File: src/rtl/sram_like_slave_responder.sv
// sram_like_slave_responder: responder end of the sram_like bus.
// Accepts address-phase handshakes into a small in-order FIFO and serves
// each entry on a single-port synchronous SRAM. An optional wait phase can
// be inserted before every access. Each accepted request gets exactly one
// data_ok pulse, and responses come back in acceptance order.
module sram_like_slave_responder #(
  parameter int DEPTH   = 2,
  parameter int LATENCY = 0,
  parameter int RAM_AW  = 14
) (
  input  logic              clock,
  input  logic              reset,
  input  logic              req,
  input  logic              wr,
  input  logic [1:0]        size,
  input  logic [31:0]       addr,
  input  logic [31:0]       wdata,
  output logic              addr_ok,
  output logic              data_ok,
  output logic [31:0]       rdata,
  output logic              ram_en,
  output logic [3:0]        ram_wen,
  output logic [RAM_AW-1:0] ram_addr,
  output logic [31:0]       ram_wdata,
  input  logic [31:0]       ram_rdata
);

  localparam int PW = (DEPTH > 1) ? $clog2(DEPTH) : 1;
  localparam int CW = $clog2(DEPTH + 1);
  localparam logic [3:0] WAIT_INIT = (LATENCY > 0) ? 4'(LATENCY - 1) : 4'd0;

  typedef enum logic [1:0] {
    S_IDLE   = 2'd0,
    S_WAIT   = 2'd1,
    S_ACCESS = 2'd2,
    S_RESP   = 2'd3
  } state_t;

  // Advance a FIFO pointer, wrapping modulo DEPTH.
  function automatic logic [PW-1:0] next_ptr(input logic [PW-1:0] p);
    if (p == PW'(DEPTH - 1)) begin
      return PW'(0);
    end else begin
      return p + PW'(1);
    end
  endfunction

  // Byte-lane write enables for a given transfer size and low address bits.
  function automatic logic [3:0] byte_enables(input logic [1:0] sz, input logic [1:0] lo);
    logic [3:0] be;
    case (sz)
      2'd0:    be = 4'b0001 << lo;
      2'd1:    be = lo[1] ? 4'b1100 : 4'b0011;
      default: be = 4'b1111;
    endcase
    return be;
  endfunction

  logic        q_wr    [DEPTH];
  logic [1:0]  q_size  [DEPTH];
  logic [31:0] q_addr  [DEPTH];
  logic [31:0] q_wdata [DEPTH];

  logic [PW-1:0] head;
  logic [PW-1:0] tail;
  logic [CW-1:0] count;
  state_t        state;
  state_t        state_next;
  logic [3:0]    cnt;
  logic [3:0]    cnt_next;
  logic          push;
  logic          pop;
  logic          head_wr;
  logic [1:0]    head_size;
  logic [31:0]   head_addr;
  logic [31:0]   head_wdata;

  // Accept only while there is room; a pop in this cycle does not free a slot yet.
  assign addr_ok    = req && !reset && (count < CW'(DEPTH));
  assign push       = req && addr_ok;
  assign pop        = (state == S_RESP);
  assign head_wr    = q_wr[head];
  assign head_size  = q_size[head];
  assign head_addr  = q_addr[head];
  assign head_wdata = q_wdata[head];

  // FIFO payload storage, written at the tail on each handshake.
  always_ff @(posedge clock) begin
    if (push) begin
      q_wr[tail]    <= wr;
      q_size[tail]  <= size;
      q_addr[tail]  <= addr;
      q_wdata[tail] <= wdata;
    end
  end

  // FIFO pointers and occupancy; reset discards every pending entry.
  always_ff @(posedge clock) begin
    if (reset) begin
      head  <= PW'(0);
      tail  <= PW'(0);
      count <= CW'(0);
    end else begin
      if (push) begin
        tail <= next_ptr(tail);
      end
      if (pop) begin
        head <= next_ptr(head);
      end
      if (push && !pop) begin
        count <= count + CW'(1);
      end else if (pop && !push) begin
        count <= count - CW'(1);
      end
    end
  end

  // Service FSM state and wait counter registers.
  always_ff @(posedge clock) begin
    if (reset) begin
      state <= S_IDLE;
      cnt   <= 4'd0;
    end else begin
      state <= state_next;
      cnt   <= cnt_next;
    end
  end

  // Next-state logic: optional wait phase, one access, one response per entry.
  always_comb begin
    state_next = state;
    cnt_next   = cnt;
    case (state)
      S_IDLE, S_RESP: begin
        // From RESP only a second entry keeps the pipeline going; the
        // entry being popped is still counted this cycle.
        if ((state == S_IDLE && count != CW'(0)) || (state == S_RESP && count > CW'(1))) begin
          if (LATENCY > 0) begin
            state_next = S_WAIT;
            cnt_next   = WAIT_INIT;
          end else begin
            state_next = S_ACCESS;
          end
        end else begin
          state_next = S_IDLE;
        end
      end
      S_WAIT: begin
        if (cnt == 4'd0) begin
          state_next = S_ACCESS;
        end else begin
          cnt_next = cnt - 4'd1;
        end
      end
      S_ACCESS: state_next = S_RESP;
      default:  state_next = S_IDLE;
    endcase
  end

  // Output decode: SRAM port driven only in ACCESS, response only in RESP.
  always_comb begin
    ram_en    = 1'b0;
    ram_wen   = 4'b0000;
    ram_addr  = '0;
    ram_wdata = 32'd0;
    data_ok   = 1'b0;
    rdata     = 32'd0;
    if (!reset && state == S_ACCESS) begin
      ram_en    = 1'b1;
      ram_addr  = head_addr[RAM_AW+1:2];
      ram_wdata = head_wdata;
      if (head_wr) begin
        ram_wen = byte_enables(head_size, head_addr[1:0]);
      end else begin
        ram_wen = 4'b0000;
      end
    end else if (!reset && state == S_RESP) begin
      data_ok = 1'b1;
      if (head_wr) begin
        rdata = 32'd0;
      end else begin
        rdata = ram_rdata;
      end
    end else begin
      data_ok = 1'b0;
    end
  end

endmodule

File: config.mk
export PLATFORM = sky130hd
export DESIGN_NAME = sram_like_slave_responder
export DESIGN_NICKNAME = d
export VERILOG_FILES = /design/src/rtl/sram_like_slave_responder.sv
export SDC_FILE = /design/constraint.sdc
export NUM_CORES = 1
export LEC_CHECK = 0
export ABC_CLOCK_PERIOD_IN_PS = 9800
export BUFFER_PORTS_ARGS = -buffer_cell sky130_fd_sc_hd__buf_4
export CORE_MARGIN = 1.5
export CORE_UTILIZATION = 50
export DETAILED_ROUTE_END_ITERATION = 8
export GPL_ROUTABILITY_DRIVEN = 0
export PLACE_DENSITY = 0.82
export SLEW_MARGIN = 0
export SYNTH_ARGS = -nofsm -noshare
export SYNTH_HDL_FRONTEND = slang
export SYNTH_SLANG_ARGS = --single-unit
File: constraint.sdc
create_clock -name clock -period 9.8 [get_ports clock]
set_input_delay 1.47 -clock clock [delete_from_list [all_inputs] [get_ports clock]]
set_output_delay 1.47 -clock clock [all_outputs]
set_load 0.05 [all_outputs]
==> metrics.md, run 1 <==
| Metric | Value |
|---|---|
| Status | `completed` |
| Hold path endpoint | `cnt[2]` |
| PostCTS Resize Cnt | `0` |
| Initial Util | `51.5%` |
| Clock latency on the worst-skew pair | `0.50 ns` |
| Reg2Reg Setup Slack | `7.39 ns` |
| GRT Residual Overflow | `0` |
| Grt met1 use | `26.1%` |
| Startpoint types | `flip-flop` |
| FMAX | `about 220 MHz` |
| Die X | `101 µm` |
| Share of cells above drive strength 1 | `40.0%` |
| Clock transition at path regs | `roughly 0.060 ns` |
| Diode count | `0` |
| Critical R2R Capture | `q_addr[0][4]` |
| Total clock sinks | `113` |
| Initial antenna violation count | `0` |
| Yosys warning count | `0` |
| First-pass iteration count of the detailed router | `4` |
| Final hold vios | `0` |
| Avg Inst Size Synth | `14.1 µm²` |
| Number of setup buffers added after CTS | `0` |
| Hold crit path type | `reg2reg` |
| Seq/Total Area, Yosys | `69.0%` |
| GRT met3 Usage | `6.52%` |
| GRT Overall Usage | `21.3%` |
| RSZ-0062 raised after global routing | `false` |
| Total Power | `1.53 mW` |
| Root Driver | `clkbuf_8` |
| CP max stage cell | `dfxtp_4` |
| Hold Startpoint | `cnt[2]` |
| Final WL | `between 10000 and 15000 µm` |
| Non-Filler Instances | `654` |
| Tightest Pin Transition | `1.08 ns` |
| Detailed placement HPWL | `6940 µm` |
| Crit-path max cell delay | `0.95 ns` |
| Syn Inst Count | `338` |
| RR Startpoint | `count[1]` |
| Final Util | `73.5%` |
| Maximum clock insertion buffer count | `2` |
| Crit. End Element | `output port` |
| Syn_nets | `449` |
| Slew Limit Headroom | `between 20% and 30%` |
| R2R cell count | `3` |
| Most Crowded Layer GR | `met2` |
| Worst-path fanout max | `58` |
| Port Buf Inserts | `170` |
| Commonest non-fill, non-tap cell in the layout | `buf_4` |
| Vias in the first global route | `3210` |
| First-pass GRT wire length | `15900 µm` |
| Cells on Worst Hold Path | `2` |
| Boundary Pins | `187` |
| Commonest non-fill, non-tap cells in the layout | `172 x buf_4, 102 x edfxtp_1, 56 x nor2_1` |
| Vias | `3207` |
| Unique cell type count in the Yosys netlist | `35` |
| Synthesized area | `4760 µm²` |
| Core area | `9240 µm²` |
| Fillers | `623` |
| Total die area | `roughly 10000 µm²` |
| Largest net degree at the start of global routing | `59` |
| Slew Limit Fails | `0` |
| Final setup viols | `0` |
| Pwr dens | `between 200 and 250 nW/µm²` |
| Clk_skew | `0.00963 ns` |
| Antenna viol nets, final | `0` |
| Placed Instance Area | `6150 µm²` |
| Vias per inst | `4.90` |
| Max Cap Violations | `0` |
| Die Height | `101 µm` |
| CP cell instances | `mux2_4 > nor4_4 > and2_1 > buf_4` |
| GR Util met2 | `36.6%` |
| LEAKAGE | `2.68 nW` |
| Dpl cells | `622` |
| Post-route DRC | `0` |
| Worst vdd ir | `0.182 mV` |
| Area grow syn2layout | `42.8%` |
| WL/cell | `16.0 µm` |
| Fin Setup TNS | `0 ns` |
| Min cycle time layout | `4.61 ns` |
| H-tree Lvls | `4` |
| Final Instance Area | `6790 µm²` |
| Iter 0 DRT Violations | `115` |
| Crit path kind | `reg2out` |
| Crit path DAT | `approximately 3.1 ns` |
| # nets final | `between 600 and 700` |
| Worst EP required | `about 8.3 ns` |
| Final period utilization | `47.0%` |
| # hold bufs at CTS | `0` |
| Flops & latches, synth | `between 100 and 150` |
| TritonCTS clock tree | `built` |
| Total CTS buffers | `17` |
| Cell row count | `35` |
kinds of logic after synthesis:
family                     synth area share [%]
and+or+nand+nor                            12.3
AOI/OAI and AO/OA                          2.66
adders and majority gates                  2.37
buffers and inverters                      2.66
DFF                                        69.0
xor gates and xnor gates                  0.737
muxes                                      10.2
metal layers:
layer / share of wire [%] / vias to the layer above
met2: 53 / 85
li1: - / 1559
met1: 42 / 1554
met4: 0.89 / 0
met5: 0 / -
met3: 4.4 / 9
metrics by stage:
step | hold WS, ns | setup WS (ns)
after floorplan | 0.463 | 3.98
after global placement | 0.481 | 5.18
after detailed placement | 0.488 | 5.18
after CTS | 0.497 | 5.16
after global routing | 0.528 | 4.96
final | 0.508 | 5.19
cell type report:
class / count / area [µm²] / area share, %
Clock buffer: 18 / 418 / 6.15
Clock inverter: 14 / 226 / 3.34
Inverter: 13 / 48.8 / 0.719
Multi-Input combinational cell: 195 / 1360 / 20.0
Sequential cell: 113 / 3290 / 48.4
Tap cell: 129 / 161 / 2.38
Timing Repair Buffer: 172 / 1290 / 19.0
state kept, by name, summed over array words and instances (netlist names), named ones only:
signal / cells
q_wdata: 64
q_addr: 32
cnt: 4
q_size: 4
count: 2
q_wr: 2
state: 2
head: 1
tail: 1
synthesized netlist by cell type (all sizes together):
cell type / count / share of area, %
nand2b: 3 / 0.39
and3b: 1 / 0.18
nor3: 2 / 0.21
buf: 13 / 1.2
ha: 9 / 2.4
a32oi: 1 / 0.18
nor2b: 2 / 0.26
mux2i: 47 / 9.9
or3b: 1 / 0.24
nor4: 1 / 0.45
inv: 13 / 1.0
nand3: 4 / 0.42
clkbuf: 4 / 0.39
xnor2: 3 / 0.55
or3: 1 / 0.13
o31ai: 1 / 0.16
and2: 33 / 4.3
o32a: 1 / 0.21
a31oi: 1 / 0.13
xor2: 1 / 0.18
mux2: 1 / 0.32
edfxtp: 102 / 64
a21oi: 8 / 0.84
o21ai: 2 / 0.21
a32o: 2 / 0.42
dfxtp: 11 / 4.6
a2111oi: 1 / 0.18
nor3b: 3 / 0.47
nand3b: 1 / 0.16
nand2: 6 / 0.47
nor2: 56 / 4.4
nor4b: 1 / 0.18
a211oi: 2 / 0.32
worst max-delay path, delay by kind of cell (launching register included):
kind | cells | cell delay, ns
buffers and inverters | 1 | 0.21
DFF | 1 | 0.95
muxes | 1 | 0.38
and+or+nand+nor | 2 | 1.07
worst max path at each step:
stage | to | slack, ns | cells past startpoint | startpoint
2_1_floorplan | q_addr[0][0] | 3.98 | 3 | reset
3_3_place_gp | ram_wen[3] | 5.18 | 6 | reset
3_5_place_dp | ram_wen[3] | 5.18 | 6 | reset
4_1_cts | rdata[17] | 5.16 | 4 | flip-flop
5_1_grt | rdata[9] | 4.96 | 4 | flip-flop
6_report | rdata[17] | 5.19 | 4 | flip-flop
power breakdown:
group / total, mW / switching (mW) / internal (mW)
logic: 0.288 / 0.188 / 0.0992
registers: 0.578 / 0.0212 / 0.557
clock network: 0.666 / 0.224 / 0.443
Power figures use the tool's default switching activity.
==> run 2, diff against run 1 <==
--- a/config.mk
+++ b/config.mk
@@ -5,13 +5,14 @@
 export SDC_FILE = /design/constraint.sdc
 export NUM_CORES = 1
 export LEC_CHECK = 0
-export ABC_CLOCK_PERIOD_IN_PS = 9800
+export ABC_AREA = 1
+export ABC_CLOCK_PERIOD_IN_PS = 3800
 export BUFFER_PORTS_ARGS = -buffer_cell sky130_fd_sc_hd__buf_4
 export CORE_MARGIN = 1.5
-export CORE_UTILIZATION = 50
+export CORE_UTILIZATION = 44
 export DETAILED_ROUTE_END_ITERATION = 8
 export GPL_ROUTABILITY_DRIVEN = 0
-export PLACE_DENSITY = 0.82
+export PLACE_DENSITY = 0.76
 export SLEW_MARGIN = 0
 export SYNTH_ARGS = -nofsm -noshare
 export SYNTH_HDL_FRONTEND = slang
==> constraint.sdc (replaced) <==
create_clock -name clock -period 3.8 [get_ports clock]
set_input_delay 0.57 -clock clock [delete_from_list [all_inputs] [get_ports clock]]
set_output_delay 0.57 -clock clock [all_outputs]
set_load 0.05 [all_outputs]
==> metrics.md, run 2 <==
| Metric | Value |
|---|---|
| Port Buf Inserts | `170` |
| Syn Inst Count | `roughly 450` |
| Commonest non-fill, non-tap cell in the layout | `buf_4` |
| Area grow syn2layout | `40.6%` |
| Fin Setup TNS | `0 ns` |
| Iter 0 DRT Violations | `roughly 210` |
| Clock transition at path regs | `0.06 ns` |
| Comb pwr share | `16.8%` |
| Switching power | `1.00 mW` |
| Sw Ratio | `27.7%` |
| Synth top area share | `63.3%` |
| Status | `completed` |
| Final period utilization | `76.9%` |
| Critical R2R Capture | `q_addr[1][13]` |
| CP cell instances | `buf_4 > o21ai_0 > nand3_1 > nand2_1 > nor2_1 > buf_4` |
| Most frequent cell after synthesis | `nand2_1` |
| Tightest Pin Transition | `0.649 ns` |
| Startpoint types | `flip-flop` |
| Largest cells by area after synthesis | `edfxtp_1 63%, nand2_1 8.6%, a21oi_1 5.1%` |
| Final setup viols | `0` |
| Slew Limit Headroom | `56.6%` |
| Crit path DAT | `2.35 ns` |
| PostCTS Resize Cnt | `0` |
| Syn_nets | `558` |
| Dpl cells | `742` |
| Worst EP required | `3.23 ns` |
| Non-Filler Instances | `774` |
| Synth Flop Type | `edfxtp_1` |
| Biggest regs | `q_wdata: 64 flops, q_addr: 32 flops` |
| Die Height | `between 100 and 150 µm` |
| Avg Inst Size Synth | `10.8 µm²` |
| Initial Util | `about 45%` |
| Yosys warning count | `0` |
| Post-route DRC | `0` |
| H-tree Lvls | `4` |
| RSZ-0062 raised after global routing | `false` |
| Number of setup buffers added after CTS | `0` |
| FMAX | `342 MHz` |
| Clk_skew | `0.00747 ns` |
| Post-synth ARST share | `0%` |
| Max reg flops | `64` |
| Synthesized area | `4840 µm²` |
| Detailed placement HPWL | `~7000 µm` |
| Total clock sinks | `113` |
| # hold bufs at CTS | `0` |
| Worst vdd ir | `0.369 mV` |
| WL/cell | `roughly 14 µm` |
| Most numerous cell on the critical path | `buf_4` |
| Initial antenna violation count | `0` |
| Die X | `108 µm` |
| Clock latency on the worst-skew pair | `0.50 ns` |
| Crit-path max cell delay | `0.58 ns` |
| Slew Limit Fails | `0` |
| Core area | `10800 µm²` |
| CP max stage cell | `dfxtp_2` |
| Hold crit path type | `in2reg` |
| First-pass GRT wire length | `16300 µm` |
| Total Power | `~3.6 mW` |
| Cell row count | `38` |
| Total CTS buffers | `17` |
| Boundary Pins | `187` |
| Vias in the first global route | `3640` |
| R2R cell count | `4` |
| RR Startpoint | `count[1]` |
| Maximum clock insertion buffer count | `2` |
| Sequential fraction of design power | `39.9%` |
| GRT Overall Usage | `between 10% and 20%` |
| Final Util | `63.1%` |
| Vias | `3694` |
| Reg2Reg Setup Slack | `1.93 ns` |
| Flops & latches, synth | `113` |
| LEAKAGE | `3.04 nW` |
| GRT Residual Overflow | `0` |
| TritonCTS clock tree | `built` |
| Final WL | `10700 µm` |
| First-pass iteration count of the detailed router | `4` |
| Crit path capture | `ram_wen[2]` |
| Final hold vios | `0` |
| Largest net degree at the start of global routing | `54` |
| Top reg by flops | `q_wdata` |
| Root Driver | `clkbuf_8` |
| Clk pwr share | `43.3%` |
| Vias per inst | `around 4.8` |
| Pwr dens | `531 nW/µm²` |
| Crit path kind | `reg2out` |
| Crit. End Element | `output port` |
| Fillers | `829` |
| Commonest non-fill, non-tap cells in the layout | `172 x buf_4, 111 x nand2_1, 102 x edfxtp_1` |
| Worst-path fanout max | `39` |
| Max Cap Violations | `0` |
| Commonest cells in the netlist | `111 x nand2_1, 102 x edfxtp_1, 59 x nor2_1` |
| # nets final | `732` |
| Number of enable flip-flop cells after synthesis | `102` |
| P_int | `around 2.6 mW` |
| Seq/Total Area, Yosys | `67.8%` |
| Total die area | `11600 µm²` |
| Yosys top cell by area | `edfxtp_1` |
| Antenna viol nets, final | `0` |
| Unique cell type count in the Yosys netlist | `25` |
| Share of cells above drive strength 1 | `34.4%` |
| Min cycle time layout | `2.92 ns` |
| Diode count | `0` |
## run 2: changes by cell type in the layout (fill, tap and decap cells not counted), moves of 9 or more
cell,before,now
a21oi_1,8,49
and2_1,32,0
inv_1,13,53
mux2i_1,47,0
nand2_1,6,111
o21ai_0,2,11
## run 2: power groups by stage
stage | Sequential [mW] | Clock, mW | Combinational (mW)
after floorplan | 1.46 | 0 | 0.402
after global placement | 1.46 | 0 | 0.593
after detailed placement | 1.47 | 0 | 0.605
after CTS | 1.44 | 1.59 | 0.609
after global routing | 1.45 | 1.64 | 0.650
final | 1.44 | 1.57 | 0.606
## run 2: worst max-delay path, delay by kind of cell (launching register included)
family,cells,cell delay [ns]
buffers and inverters,2,0.67
flip-flops,1,0.58
AND/OR/NAND/NOR,3,0.33
AO/OA/AOI/OAI,1,0.24
## run 2: logic make-up (layout without fill, tap and decap cells)
group,Yosys count,after routing,synth area share [%]
simple gates,185,185,15.3
flops,113,113,67.8
buf+inv,74,261,7.49
compound gates,64,64,6.72
fa+ha+maj,9,9,2.33
xor+xnor,2,2,0.362
## run 2: final cells by class
cell class	instances	area [µm²]	share of cell area [%]
Clock buffer	17	414	6.08
Clock inverter	15	181	2.66
Inverter	55	211	3.11
Multi-Input combinational cell	260	1210	17.8
Sequential cell	113	3280	48.2
Tap cell	140	175	2.57
Timing Repair Buffer	174	1330	19.6
## run 2: worst min-delay path by stage
stage	startpoint	slack [ns]	cells after the start	to
final	wdata[21]	0.25	1	q_wdata[0][21]
after global routing	wdata[17]	0.23	1	q_wdata[1][17]
after CTS	wdata[11]	0.23	1	q_wdata[1][11]
after detailed placement	cnt[1]	0.50	2	cnt[1]
after global placement	cnt[2]	0.49	2	cnt[2]
after floorplan	count[0]	0.47	2	count[0]
## run 2: metal layers
layer  vias up  GRT usage, %  routed length, µm
li1       1819             -                  -
met1      1734          19.7               4300
met2       126          34.0               5660
met3        15          4.54                597
met4         0          7.99                140
met5         -             0                  0
## run 2: per-stage QoR
stage | setup WS [ns] | instance area, µm² | hold WS [ns]
after floorplan | 0.351 | 4840 | 0.472
after global placement | 1.39 | 6210 | 0.487
after detailed placement | 1.35 | 6210 | 0.498
after CTS | 0.875 | 6810 | 0.230
after global routing | 0.699 | 6810 | 0.230
final | 0.880 | 6810 | 0.249
